===== src/rtl/wb_port_arbiter.sv =====
`default_nettype none
// ============================================================================
//  Module      : wb_port_arbiter
//  Description : Shares the register-file write port between the pipeline
//                write-back path and a multi-cycle unit via a one-entry
//                buffer with a bounded-wait forced stall.
//                Optional statistics counters: define WB_ARB_STATS_EN.
//  Revision    : 1.0 - initial release
// ============================================================================
module wb_port_arbiter #(
    parameter int MAX_WAIT = 4,
    parameter int DW       = 32,
    parameter int AW       = 5
) (
    input  logic          clk,
    input  logic          rst,
    input  logic          pipe_reg_write,
    input  logic [AW-1:0] pipe_rd,
    input  logic [DW-1:0] pipe_data,
    input  logic          mc_valid,
    input  logic [AW-1:0] mc_rd,
    input  logic [DW-1:0] mc_data,
    output logic          mc_ready,
    output logic          stall,
    output logic          rf_we,
    output logic [AW-1:0] rf_waddr,
    output logic [DW-1:0] rf_wdata
`ifdef WB_ARB_STATS_EN
    ,
    output logic [15:0]   force_count,
    output logic [15:0]   drop_count
`endif
);

    typedef enum logic [1:0] {
        IDLE  = 2'd0,
        PEND  = 2'd1,
        FORCE = 2'd2
    } state_t;

    localparam logic [3:0] C_WAIT_LAST = 4'(MAX_WAIT - 1);

    state_t        r_state;
    logic [3:0]    r_wait_cnt;
    logic [AW-1:0] r_buf_rd;
    logic [DW-1:0] r_buf_data;

    logic          w_same_rd;

    assign w_same_rd = pipe_reg_write && (pipe_rd == r_buf_rd);
    assign mc_ready  = (r_state == IDLE);
    assign stall     = (r_state == FORCE);

    always_ff @(posedge clk or negedge rst) begin
        if (!rst) begin
            r_state    <= IDLE;
            r_wait_cnt <= 4'd0;
            r_buf_rd   <= '0;
            r_buf_data <= '0;
            rf_we      <= 1'b0;
            rf_waddr   <= '0;
            rf_wdata   <= '0;
        end else begin
            rf_we <= 1'b0;
            case (r_state)
                IDLE: begin
                    if (pipe_reg_write) begin
                        rf_we    <= (pipe_rd != '0);
                        rf_waddr <= pipe_rd;
                        rf_wdata <= pipe_data;
                    end
                    // An mc result targeting r0 is accepted and simply dropped
                    if (mc_valid && (mc_rd != '0)) begin
                        r_buf_rd   <= mc_rd;
                        r_buf_data <= mc_data;
                        r_state    <= PEND;
                    end
                end
                PEND: begin
                    if (pipe_reg_write) begin
                        rf_we    <= (pipe_rd != '0);
                        rf_waddr <= pipe_rd;
                        rf_wdata <= pipe_data;
                        if (w_same_rd) begin
                            // Younger pipeline write supersedes the buffered one
                            r_state    <= IDLE;
                            r_wait_cnt <= 4'd0;
                        end else if (r_wait_cnt == C_WAIT_LAST) begin
                            r_state    <= FORCE;
                            r_wait_cnt <= 4'd0;
                        end else if (r_wait_cnt != 4'hF) begin
                            r_wait_cnt <= r_wait_cnt + 4'd1;
                        end
                    end else begin
                        rf_we      <= 1'b1;
                        rf_waddr   <= r_buf_rd;
                        rf_wdata   <= r_buf_data;
                        r_state    <= IDLE;
                        r_wait_cnt <= 4'd0;
                    end
                end
                FORCE: begin
                    rf_we      <= 1'b1;
                    rf_waddr   <= r_buf_rd;
                    rf_wdata   <= r_buf_data;
                    r_state    <= IDLE;
                    r_wait_cnt <= 4'd0;
                end
                default: begin
                    r_state    <= IDLE;
                    r_wait_cnt <= 4'd0;
                end
            endcase
        end
    end

`ifdef WB_ARB_STATS_EN
    logic w_force_evt;
    logic w_drop_evt;

    assign w_force_evt = (r_state == PEND) && pipe_reg_write && !w_same_rd
                         && (r_wait_cnt == C_WAIT_LAST);
    assign w_drop_evt  = (r_state == PEND) && w_same_rd;

    always_ff @(posedge clk or negedge rst) begin
        if (!rst) begin
            force_count <= 16'd0;
            drop_count  <= 16'd0;
        end else begin
            if (w_force_evt && (force_count != 16'hFFFF))
                force_count <= force_count + 16'd1;
            if (w_drop_evt && (drop_count != 16'hFFFF))
                drop_count <= drop_count + 16'd1;
        end
    end
`endif

endmodule
`default_nettype wire


===== config.mk =====
export PLATFORM = sky130hd
export DESIGN_NAME = wb_port_arbiter
export DESIGN_NICKNAME = d
export VERILOG_FILES = /design/src/rtl/wb_port_arbiter.sv
export SDC_FILE = /design/constraint.sdc
export NUM_CORES = 1
export LEC_CHECK = 0
export CAP_MARGIN = 20
export CORE_AREA = 2 2 98 100
export CTS_CLUSTER_SIZE = 40
export DETAILED_ROUTE_END_ITERATION = 16
export DIE_AREA = 0 0 100 102
export PLACE_DENSITY = 0.72
export SYNTH_ARGS = -nofsm -noshare
export SYNTH_HDL_FRONTEND = slang
export SYNTH_SLANG_ARGS = --single-unit

===== constraint.sdc =====
create_clock -name clk -period 1.7 [get_ports clk]
set_clock_uncertainty 0.15 [all_clocks]
set_input_delay 0.17 -clock clk [delete_from_list [all_inputs] [get_ports clk]]
set_output_delay 0.17 -clock clk [all_outputs]
set_load 0.1 [all_outputs]

==> results of run 1 <==
-- layer usage --
metal	track usage	share of wire	vias to the layer above	routed length (µm)
met4	0.0685	0.016	0	175
met2	0.344	0.51	93	5650
met3	0.0663	0.066	17	723
met5	0	0	-	0
met1	0.244	0.41	1545	4480
li1	-	-	1445	-
-- cell type report --
type / count / area, µm² / area share
multi-input cells: 210 / 1910 / 0.295
clock buffers: 11 / 141 / 0.0219
inverters: 6 / 22.5 / 0.00348
repair buffers: 161 / 2180 / 0.337
well taps: 111 / 139 / 0.0215
clock inverters: 5 / 55.1 / 0.00851
flip-flops and latches: 81 / 2030 / 0.313
-- metrics by stage --
step           cells   util  total power, mW  hold WS, ps  TNS, ps
2_1_floorplan    317      -             9.05         -276   -11070
3_3_place_gp     554  0.622             12.3         80.6    -8100
3_5_place_dp     554  0.622             12.4         82.3   -11680
4_1_cts          576  0.656             14.1          245     -379
5_1_grt          585  0.710             15.6          248    -5090
6_report         585  0.710             15.0          230    -1430
-- worst min path at each step --
stage	startpoint	end	slack [ps]	depth (start not counted)
2_1_floorplan	rst	r_buf_data[0]$_DFFE_PN0P_	-280	0
3_3_place_gp	rst	rf_wdata[7]$_DFFE_PN0P_	80	2
3_5_place_dp	rst	rf_wdata[9]$_DFFE_PN0P_	80	2
4_1_cts	rst	rf_wdata[9]$_DFFE_PN0P_	250	3
5_1_grt	rst	rf_wdata[7]$_DFFE_PN0P_	250	3
6_report	rst	rf_wdata[7]$_DFFE_PN0P_	230	3
-- worst max-delay path, cell delays in order, from the launching register on --
cell	delay, ps
dfrtp_1	420
ha_2	220
nor2b_2	160
o21a_4	240
clkbuf_16	190
a22oi_2	150
a21oi_1	100
-- layout by cell type (no fill, tap or decap), types with 10 or more instances in the layout --
cell / count
a21oi_2: 20
buf_12: 50
clkdlybuf4s50_1: 76
clkbuf_8: 10
mux2_4: 37
buf_4: 22
a21oi_1: 21
nor2_1: 30
dfrtp_1: 81
a22oi_2: 30
-- power breakdown --
group | switching (mW) | total, mW | internal [mW]
Sequential | 0.973 | 3.84 | 2.87
Clock | 0.711 | 1.43 | 0.715
Combinational | 5.55 | 9.70 | 4.16
Total | 7.23 | 15.0 | 7.75
-- kinds of logic after synthesis --
kind of cell / Yosys count / synth area share
and+or+nand+nor: 68 / 0.0782
DFF: 81 / 0.544
buffers and inverters: 26 / 0.0433
xor gates and xnor gates: 5 / 0.0117
adders and majority gates: 6 / 0.0201
muxes: 37 / 0.142
AOI/OAI and AO/OA: 94 / 0.161
-- Yosys cell counts (2+ instances only) --
cell / n / area, µm²
a22oi_1: 37 / 278
nor3_1: 2 / 10.0
o211ai_1: 3 / 22.5
xnor2_1: 5 / 43.8
o21ai_0: 3 / 15.0
nor3b_1: 2 / 15.0
and2_1: 2 / 12.5
o2111ai_1: 2 / 17.5
dfrtp_1: 81 / 2030
buf_2: 6 / 30.0
a21oi_1: 42 / 210
buf_1: 7 / 26.3
and3_1: 2 / 12.5
mux2_2: 7 / 78.8
nor2_1: 43 / 161
mux2_4: 30 / 450
buf_12: 3 / 60.1
inv_1: 6 / 22.5
ha_1: 6 / 75.1
nand3_1: 3 / 15.0
nand2_1: 9 / 33.8
clkbuf_1: 3 / 11.3
nor2b_1: 2 / 12.5
-- registers in the layout (all words and copies together) (netlist names) --
| register | flops |
|---|---|
| r_wait_cnt | 4 |
| rf_waddr | 5 |
| rf_we | 1 |
| r_buf_data | 32 |
| r_buf_rd | 5 |
| r_state | 2 |
| rf_wdata | 32 |
-- what timing repair did --
| action | in CTS | in global routing |
|---|---|---|
| pin swaps | 2 | 6 |
| gates cloned | 2 | 6 |
| buffers inserted | 3 | 3 |
| setup endpoints to repair | 72 | 72 |
| resized for setup | 9 | 83 |
| endpoints found under the hold margin | 81 | 0 |
| hold buffers | 1 | 0 |
==> key figures, run 1 <==
Critical path
  – Reg-to-reg slack, setup: -60 ps
  – CP endpoint: rf_wdata[4]$_DFFE_PN0P_
  – CP Capture Type: register
  – CP Max Fanout: 9
  – Worst Setup SP: r_state[0]$_DFFE_PN0P_
  – Reg2Reg Depth: 6
  – Worst path arrival time: 1830 ps
  – CP Launch Type: register
  – Req. time, crit path: around 1800 ps
  – Reg-to-Reg End: rf_wdata[4]$_DFFE_PN0P_
  – Critical Setup Path Class: register to register
  – Worst flop-to-flop path startpoint: r_state[0]$_DFFE_PN0P_

Route
  – Routed wire length: roughly 11 mm
  – DRT Pass-1 Iters: 4
  – # DRC: 0
  – Via count: 3100
  – Drt via density: 5.30
  – Average wire per standard cell: 18.8 µm
  – DR iter-0 viols: a little over 100
  – Routed Antenna Nets: 0

Status
  – Failing checks: negative setup slack
  – Status: finished, violations left

Global route
  – Vias in the first global route: 3273
  – Global Route Usage Sum: 0.202
  – Initial antenna violation count: 0
  – Gr ovfl total: 0
  – Global-route wire length before repair: 15.9 mm
  – Pin count of the biggest net entering global routing: between 80 and 90

Power and ir drop
  – PD cells: between 2000 and 2500 nW/µm²
  – Leakage: 2.72 nW
  – Peak VDD IR: 0.00135 V

Placed design
  – Pre-CTS setup slack: -283 ps
  – Routability Congestion: 0.855
  – Detailed placer's ending HPWL: 6.78 mm
  – Area after DPL: about 5700 µm²
  – I/O Buffers: around 120

Synth
  – Main flop type after synthesis: dfrtp_1
  – EDFF count, synth: 0
  – Synth unique cells: 34
  – Post-synthesis cell count: between 300 and 400
  – Synth Cell Area: between 3000 and 4000 µm²
  – Ys async rst share: 1.00
  – Synth warn: 0
  – Synth Register Bits: 81
  – Sequential cell area fraction in the yosys report: 0.544
  – Synthesized Nets: 401
  – Syn Area/Cell: 11.8 µm²

Timing
  – Final min period: 1760 ps
  – # setup viols final: 49
  – Final slew viol count: 0
  – Final period util: 1.03
  – Count of final hold-check violations: 0
  – RSZ-0062 raised after global routing: true
  – Worst setup margin: -55.3 ps
  – Slew HR: 0.717
  – Peak Freq: 0.570 GHz
  – Worst-margin pin slew: 424 ps

Cells and area
  – Synthesis-to-finish area growth: 73.5%
  – # fillers: around 630
  – Fraction of layout cells with a size suffix above 1: 0.447
  – Final instance area: 6470 µm²
  – Diodes inserted: 0
  – Final nets: approximately 550

Clock network
  – Clock Pin Slew Worst Setup and Hold Paths: 90 ps
  – H-Tree Level Count: 3
  – CTS tree: yes
  – Root Buffer: clkbuf_8
  – Longest Clk Path Bufs: 2
  – Total CTS buffers: 9
  – Clk_lat worst skew: 350 ps
  – # clock sinks: 81

Floorplanning
  – Die Width: 100 µm
  – Area of the die: 10200 µm²
  – I/O pins: between 100 and 150
  – Die Ht: 102 µm
  – Core Rows: 35
  – Core footprint: approximately 9100 µm²
  – Starting Density: 0.409

Worst hold path
  – Type of the worst min-delay path: input port to async pin

Run
  – Max-Cap Viols: 0
Power figures use the tool's default switching activity.
==> inputs of run 2 (changes only) <==
Settings changed: CAP_MARGIN 20 to unset.
==> results of run 2 <==
The final DEF is identical to that of run 1; final timing and power are the same.
